### src/rtl/riscv16_rf_pkg.sv
// Shared register-file definitions: widths, the zero register and the bank write-port bundle.
package riscv16_rf_pkg;

  localparam int REG_ADDR_W = 4;
  localparam int WORD_W     = 16;

  localparam logic [REG_ADDR_W-1:0] REG_ZERO = 4'b0000;

  typedef struct packed {
    logic                  we;
    logic [REG_ADDR_W-1:0] addr;
    logic [WORD_W-1:0]     data;
  } rf_wr_port_t;

endpackage

### src/rtl/rf_scoreboard.sv
// Pending-destination scoreboard for in-flight long-latency ops, with the ID hazard compare.
module rf_scoreboard
  import riscv16_rf_pkg::*;
#(
  parameter int reg_bank_size = 16
) (
  input  logic                  clk,
  input  logic                  rst,
  input  logic                  issue,
  input  logic [REG_ADDR_W-1:0] issue_addr,
  input  logic                  clear,
  input  logic [REG_ADDR_W-1:0] clear_addr,
  input  logic                  id_valid,
  input  logic [REG_ADDR_W-1:0] rs_one_addr,
  input  logic [REG_ADDR_W-1:0] rs_two_addr,
  input  logic [REG_ADDR_W-1:0] rd_addr,
  output logic                  stall
);

  logic [reg_bank_size-1:0] pending;
  logic [reg_bank_size-1:0] pending_next;
  logic                     set;

  assign stall = ~rst & id_valid &
                 (pending[rs_one_addr] | pending[rs_two_addr] | pending[rd_addr]);

  // An issue seen while ID is stalled is dropped; ID re-presents it later.
  assign set = issue & ~stall & (issue_addr != REG_ZERO);

  // Set is applied after clear so it wins on a same-register collision.
  always_comb begin
    pending_next = pending;
    if (clear) pending_next[clear_addr] = 1'b0;
    if (set)   pending_next[issue_addr] = 1'b1;
    pending_next[0] = 1'b0;
  end

  always_ff @(posedge clk) begin
    if (rst) pending <= '0;
    else     pending <= pending_next;
  end

endmodule

### src/rtl/regbank_write_scheduler.sv
// Arbitrates the register bank's single write port between WB and the long-latency unit,
// with a starvation counter that forces one LL grant after a bounded wait.
module regbank_write_scheduler
  import riscv16_rf_pkg::*;
#(
  parameter int reg_bank_size = 16,
  parameter int word_size     = 16,
  parameter int starve_limit  = 4
) (
  input  logic                  clk,
  input  logic                  rst,
  input  logic                  wbValid,
  input  logic [REG_ADDR_W-1:0] wbAddr,
  input  logic [word_size-1:0]  wbData,
  output logic                  stallWB,
  input  logic                  llValid,
  input  logic [REG_ADDR_W-1:0] llAddr,
  input  logic [word_size-1:0]  llData,
  output logic                  llReady,
  input  logic                  llIssue,
  input  logic [REG_ADDR_W-1:0] llIssueAddr,
  input  logic                  idValid,
  input  logic [REG_ADDR_W-1:0] idRSOneAddr,
  input  logic [REG_ADDR_W-1:0] idRSTwoAddr,
  input  logic [REG_ADDR_W-1:0] idRDAddr,
  output logic                  stallID,
  output logic                  we,
  output logic [REG_ADDR_W-1:0] regRD_addr,
  output logic [word_size-1:0]  regRD_data
);

  localparam logic [3:0] STARVE_MAX = 4'(starve_limit);

  logic        [3:0] starve_cnt;
  logic              force_ll;
  logic              grant_ll;
  logic              grant_wb;
  rf_wr_port_t       wr_port;

  assign force_ll = llValid & (starve_cnt == STARVE_MAX);
  assign grant_ll = ~rst & llValid & (~wbValid | force_ll);
  assign grant_wb = ~rst & wbValid & ~grant_ll;

  assign stallWB = ~rst & wbValid & force_ll;
  assign llReady = grant_ll;

  // R0 writes are still consumed/handshaken, they just never assert we.
  always_comb begin
    wr_port = '0;
    if (grant_ll) begin
      wr_port.addr = llAddr;
      wr_port.data = llData;
    end else if (grant_wb) begin
      wr_port.addr = wbAddr;
      wr_port.data = wbData;
    end
    wr_port.we = (grant_ll | grant_wb) & (wr_port.addr != REG_ZERO);
  end

  assign we         = wr_port.we;
  assign regRD_addr = wr_port.addr;
  assign regRD_data = wr_port.data;

  always_ff @(posedge clk) begin
    if (rst)                       starve_cnt <= '0;
    else if (~llValid | grant_ll)  starve_cnt <= '0;
    else if (starve_cnt != STARVE_MAX) starve_cnt <= starve_cnt + 4'd1;
  end

  rf_scoreboard #(
    .reg_bank_size(reg_bank_size)
  ) u_scoreboard (
    .clk        (clk),
    .rst        (rst),
    .issue      (llIssue),
    .issue_addr (llIssueAddr),
    .clear      (grant_ll),
    .clear_addr (llAddr),
    .id_valid   (idValid),
    .rs_one_addr(idRSOneAddr),
    .rs_two_addr(idRSTwoAddr),
    .rd_addr    (idRDAddr),
    .stall      (stallID)
  );

endmodule

### config.mk
export PLATFORM = sky130hd
export DESIGN_NAME = regbank_write_scheduler
export DESIGN_NICKNAME = d
export VERILOG_FILES = /design/src/rtl/riscv16_rf_pkg.sv /design/src/rtl/rf_scoreboard.sv /design/src/rtl/regbank_write_scheduler.sv
export SDC_FILE = /design/constraint.sdc
export NUM_CORES = 1
export LEC_CHECK = 0
export ABC_AREA = 1
export CAP_MARGIN = 20
export CORE_ASPECT_RATIO = 1.75
export CORE_MARGIN = 1.5
export CORE_UTILIZATION = 39
export CTS_CLUSTER_DIAMETER = 200
export DETAILED_ROUTE_END_ITERATION = 6
export PLACE_DENSITY = 0.77
export SLEW_MARGIN = 20
export SYNTH_ARGS = -nofsm -noshare
export SYNTH_HDL_FRONTEND = slang
export SYNTH_HIERARCHICAL = 1
export SYNTH_SLANG_ARGS = --single-unit
### constraint.sdc
create_clock -name clk -period 1.7 [get_ports clk]
set_input_delay 0.34 -clock clk [delete_from_list [all_inputs] [get_ports clk]]
set_output_delay 0.34 -clock clk [all_outputs]
set_load 0.03 [all_outputs]
Word-level counts from Yosys, hierarchy flattened
Index checks and enable logic that the tools add are counted.

Output and inout bits: 24. Register bits: 20. Logic and storage cells: 56. Bits of input ports: 62.

Eq/ne operators: 2. Muxes and demuxes: 14. Add/subtract/negate cells: 1. $lt $le $gt $ge: 7. Bitwise operators: 24. Reduce and logical (&&, ||, !) cells: 5.

Operator list (count): 20-bit 2-to-1 mux (2); 16-bit 2-to-1 mux (2); 4-bit by 5-bit < comparator with 1-bit output (second input constant) (5); 16-bit bitwise AND (1); 16-bit inverter (1); 16-bit bitwise OR (1); 1-bit binary-select mux with 4-bit select (3); 1-bit bitwise AND (11); 1-bit demux with 4-bit select (2); 4-bit by 1-bit greater-or-equal comparator with 1-bit output (second input constant) (2); 4-bit nonzero test (2); 1-bit 2-to-1 mux (5); 1-bit inverter (5); 1-bit bitwise OR (5); 4-bit by 1-bit adder with 4-bit output (second input constant) (1); 4-bit by 3-bit equality test with 1-bit output (second input constant) (1); 4-bit by 3-bit inequality test with 1-bit output (second input constant) (1); 1-bit logical AND (2); 2-bit OR reduction (1).

Longest topological paths before layout
Depth in word-level cells: 10. Gate-level depth with buffers: 13. Gate-level depth less buffers: 11.

Modules after synthesis
Netlist, hierarchy kept.

By module, submodules not included: rf_scoreboard (times used 1, seq. area each 300.3 um^2, area an instance 1370.1 um^2, cells an instance 222); regbank_write_scheduler (times used 1, seq. area each 80.1 um^2, area an instance 686.9 um^2, cells an instance 99).

Worst setup path before layout
OpenSTA, ideal clock, no wires.

Kind: register -> output. Start point: register starve_cnt[0]. End point: output port stallWB. Data arrival time: 1435 ps. Cell stages (with the launch flop): 7. Path slack: -75 ps. Path buffers: 2. Required time: 1360 ps. Cells stage by stage: dfxtp_1 inv_1 ha_1 nand4_1 buf_6 buf_6 nor3_2.

Word-level cells in the longest chain between the ends: 3.

RTL lines: start: declaration (line regbank_write_scheduler.sv:34) `logic [3:0] starve_cnt;`; start signal: assignment (line regbank_write_scheduler.sv:67) `else if (starve_cnt != STARVE_MAX) starve_cnt <= starve_cnt + 4'd1;`; 4-bit by 3-bit equality test with 1-bit output (line regbank_write_scheduler.sv:40) `assign force_ll = llValid & (starve_cnt == STARVE_MAX);`; 1-bit bitwise AND (line regbank_write_scheduler.sv:40); 1-bit bitwise AND (line regbank_write_scheduler.sv:44) `assign stallWB = ~rst & wbValid & force_ll;`; end: declaration (line regbank_write_scheduler.sv:15) `output logic stallWB,`.

Every way passes these cells.

Final worst setup path
Start point: register starve_cnt[0]. End point: output port we.

Word-level cells in the longest chain between the ends: 10. Elaborated cells on any way between the ends: 11. Classes of those cells: eq/ne: 1; mux: 2; bitwise: 7; reduce/logical: 1.

RTL lines: 4-bit by 3-bit equality test with 1-bit output * (line regbank_write_scheduler.sv:40); 1-bit bitwise AND * (line regbank_write_scheduler.sv:40); 1-bit bitwise OR * (line regbank_write_scheduler.sv:41) `assign grant_ll = ~rst & llValid & (~wbValid | force_ll);`; 1-bit bitwise AND * (line regbank_write_scheduler.sv:41); 1-bit inverter (line regbank_write_scheduler.sv:42) `assign grant_wb = ~rst & wbValid & ~grant_ll;`; 1-bit bitwise AND (line regbank_write_scheduler.sv:42); 20-bit 2-to-1 mux (line regbank_write_scheduler.sv:53) `end else if (grant_wb) begin`; 20-bit 2-to-1 mux (line regbank_write_scheduler.sv:50) `if (grant_ll) begin`; 4-bit nonzero test (line regbank_write_scheduler.sv:57) `wr_port.we = (grant_ll | grant_wb) & (wr_port.addr != REG_ZERO);`; 1-bit bitwise AND * (line regbank_write_scheduler.sv:57); end: declaration (line regbank_write_scheduler.sv:27) `output logic we,`.

Every way passes the cells marked *; elsewhere a longest branch is shown, timed or not.

==> results.json <==
{
  "max-vdd-ir-drop_mv": 0.3292,
  "critPathLaunchType": "flop",
  "synth.avg_cell_area_um2": 6.408,
  "die_width_um": 57.90,
  "yosys-top-cells-area": "dfxtp_1 18%, nand3_1 13%, nand2_1 12%",
  "vias_per_cell": 5.797,
  "p_leak_nw": 1.614,
  "grt_pass1_vias": 2890,
  "cts-hold-fix-buffers": 0,
  "tightestPinTransition_ns": 0.2657,
  "synth.top_cell.area_share_pct": 18.49,
  "synth_edf_count": 0,
  "synth_cell_types": 32,
  "timing.hold.ws_ns": 0.4818,
  "overflow": 0,
  "clock-sinks": 19,
  "p_sw_share_pct": 37.58,
  "antenna_left": 0,
  "drv_slew": 0,
  "cts.path.max_buffers": 2,
  "required_ns": 1.36,
  "setup_ws_ns": -0.2622,
  "relSlewSlack_pct": 82.24,
  "final_util_pct": 75.17,
  "power.density_mw_per_mm2": 413.3,
  "syn_area_mm2": 0.002057,
  "dp_hpwl_mm": 5.726,
  "fin_skew_ns": 0.009198,
  "critical_path_class": "reg2out",
  "drt_iter0_markers": 247,
  "switchingPower_mw": 0.5862,
  "drv_cap": 0,
  "syn_inst": 321,
  "grt_max_degree": 16,
  "arrival_ns": 1.62,
  "grtUsageMet2_pct": 62.33,
  "p_comb_share_pct": 50.3,
  "p_int_mw": 0.9736,
  "die_h_um": 99.07,
  "cts_buffers": 3,
  "gp_congestion": 0.9944,
  "syn2layout_area_growth_pct": 83.46,
  "pwr-share-seq_pct": 29.6,
  "fp.dieArea_mm2": 0.005736,
  "fill_cells": 327,
  "drive_gt1_share_pct": 48.97,
  "final.min_clock_period_ns": 1.962,
  "pre_cts_ws_ns": -0.5383,
  "met1_usage_pct": 27.71,
  "final_net_count": 504,
  "final_cell_mix": "49 x nand2_1, 49 x clkdlybuf4s50_1, 36 x nand3_1",
  "rsz0062_at_grt": "yes",
  "cts_max_level": 1,
  "clock_latency_ns": 0.26,
  "std_cell_rows": 34,
  "synth-seq-area-share_pct": 18.49,
  "clock.fmax_mhz": 509.6,
  "crit_fanout": 7,
  "synth_nets": 385,
  "pin_count": 86,
  "multiInputGateArea_mm2": 0.001782,
  "ys_warn_count": 6,
  "antenna_found_initial": 0,
  "grt_util_all_layers_pct": 31.06,
  "io_buffers": 85,
  "first_pass_iters": 7,
  "yosys_most_used_dff": "dfxtp_1",
  "vias": 2858,
  "violations": "design-rule violations, negative setup slack",
  "yosysTopAreaCell": "dfxtp_1",
  "post-route-period-util_pct": 115.4,
  "clk_pin_slew_ns": 0.08,
  "hold_class": "reg2reg",
  "start_util_pct": 40.98,
  "grt_pass1_wl_mm": 13.83,
  "grt.busiest_layer": "met2",
  "wirelength_mm": 9.824,
  "detail_route.wl_per_cell_um": 19.93,
  "finalSetupViolations": 27,
  "clkPwrFrac_pct": 20.2,
  "n_antenna_cell": 0,
  "regArea_um2": 389.1,
  "use_met3_pct": 3.806,
  "async_flop_share_pct": 0,
  "core_mm2": 0.005020,
  "final_hold_viol_count": 0,
  "drc_errors": 2,
  "status": "finished with violations",
  "ys_ff_latch": 19,
  "clockRootBuffer": "clkbuf_8",
  "end_kind": "primary output",
  "cts_tree": "built"
}
area by class of cell:
type,instances,share of cell area (%)
repair buffers,124,33.55
clock buffers,3,1.094
flip-flops and latches,19,10.31
clock inverters,1,0.1326
repair inverters,2,0.8621
inverters,41,5.040
well taps,54,1.790
multi-input cells,249,47.21
cell usage after synthesis, types with 3 or more instances:
library cell  number
nor2_1            25
a21oi_2            9
o21ai_0           13
nand2_2           24
a21oi_1           12
nor2_2             3
nand3_1           53
o31ai_1            4
nand3_2           21
dfxtp_1           19
inv_1             35
nand2_1           67
buf_6              6
inv_2              3
power groups by stage:
| stage | sequential [mW] | clock, mW | combinational [mW] |
|---|---|---|---|
| global route | 0.462 | 0.339 | 0.824 |
| CTS | 0.460 | 0.316 | 0.693 |
| global placement | 0.468 | 0 | 0.607 |
| finish | 0.461 | 0.314 | 0.784 |
| detailed placement | 0.469 | 0 | 0.613 |
| floorplan | 0.467 | 0 | 0.321 |
worst max-delay path: stages (launching register included):
cell	delay, ns
dfxtp_2	0.33
inv_2	0.07
ha_4	0.16
nand4_1	0.09
buf_6	0.19
nand3_2	0.07
nand2_2	0.07
nor2_2	0.15
nand2_2	0.08
buf_6	0.14
worst paths after layout:
path	from	end	slack (ns)	cells after the start
worst max register to register	starve_cnt[0]	u_scoreboard/pending[7]	-0.06	10
worst min register to register	u_scoreboard/pending[8]	u_scoreboard/pending[8]	0.48	2
worst max-delay path	starve_cnt[0]	we	-0.26	9
worst min-delay path	u_scoreboard/pending[8]	u_scoreboard/pending[8]	0.48	2
sequential cells by signal, indices dropped and copies added (netlist names):
register,count
u_scoreboard/pending,15
starve_cnt,4
stage by stage:
step | cells | TNS [ns] | power, mW | cell area, um2
after detailed placement | 474 | -13.24 | 1.082 | 3048
final | 493 | -4.158 | 1.560 | 3774
after global placement | 474 | -12.31 | 1.075 | 3048
after global routing | 493 | -5.975 | 1.625 | 3774
after CTS | 492 | -2.114 | 1.469 | 3486
after floorplan | 321 | 0 | 0.7877 | 2074
per-layer routing:
| layer | vias to the layer above | wire length, um | part of all wire, % |
|---|---|---|---|
| met5 | - | 0 | 0 |
| met4 | 0 | 875 | 8.9 |
| met3 | 66 | 488 | 5.0 |
| met2 | 182 | 5553 | 57 |
| met1 | 1315 | 2906 | 30 |
| li1 | 1295 | - | - |
cells by family after synthesis:
group                    count (synthesis)  share of synthesized area [%]
AND/OR/NAND/NOR                        201                          51.46
buffers and inverters                   53                          14.54
AO/OA/AOI/OAI                           45                          13.87
flip-flops                              19                          18.49
adder cells (fa/ha/maj)                  2                          1.216
XOR/XNOR                                 1                         0.4259
timing repair:
| action | 4_1_cts | 5_1_grt |
|---|---|---|
| setup endpoints to repair | 39 | 39 |
| gates cloned | 6 | 0 |
| pin swaps | 26 | 23 |
| resized for setup | 111 | 73 |
| buffers inserted | 8 | 3 |
(Power assumes the default switching activity.)
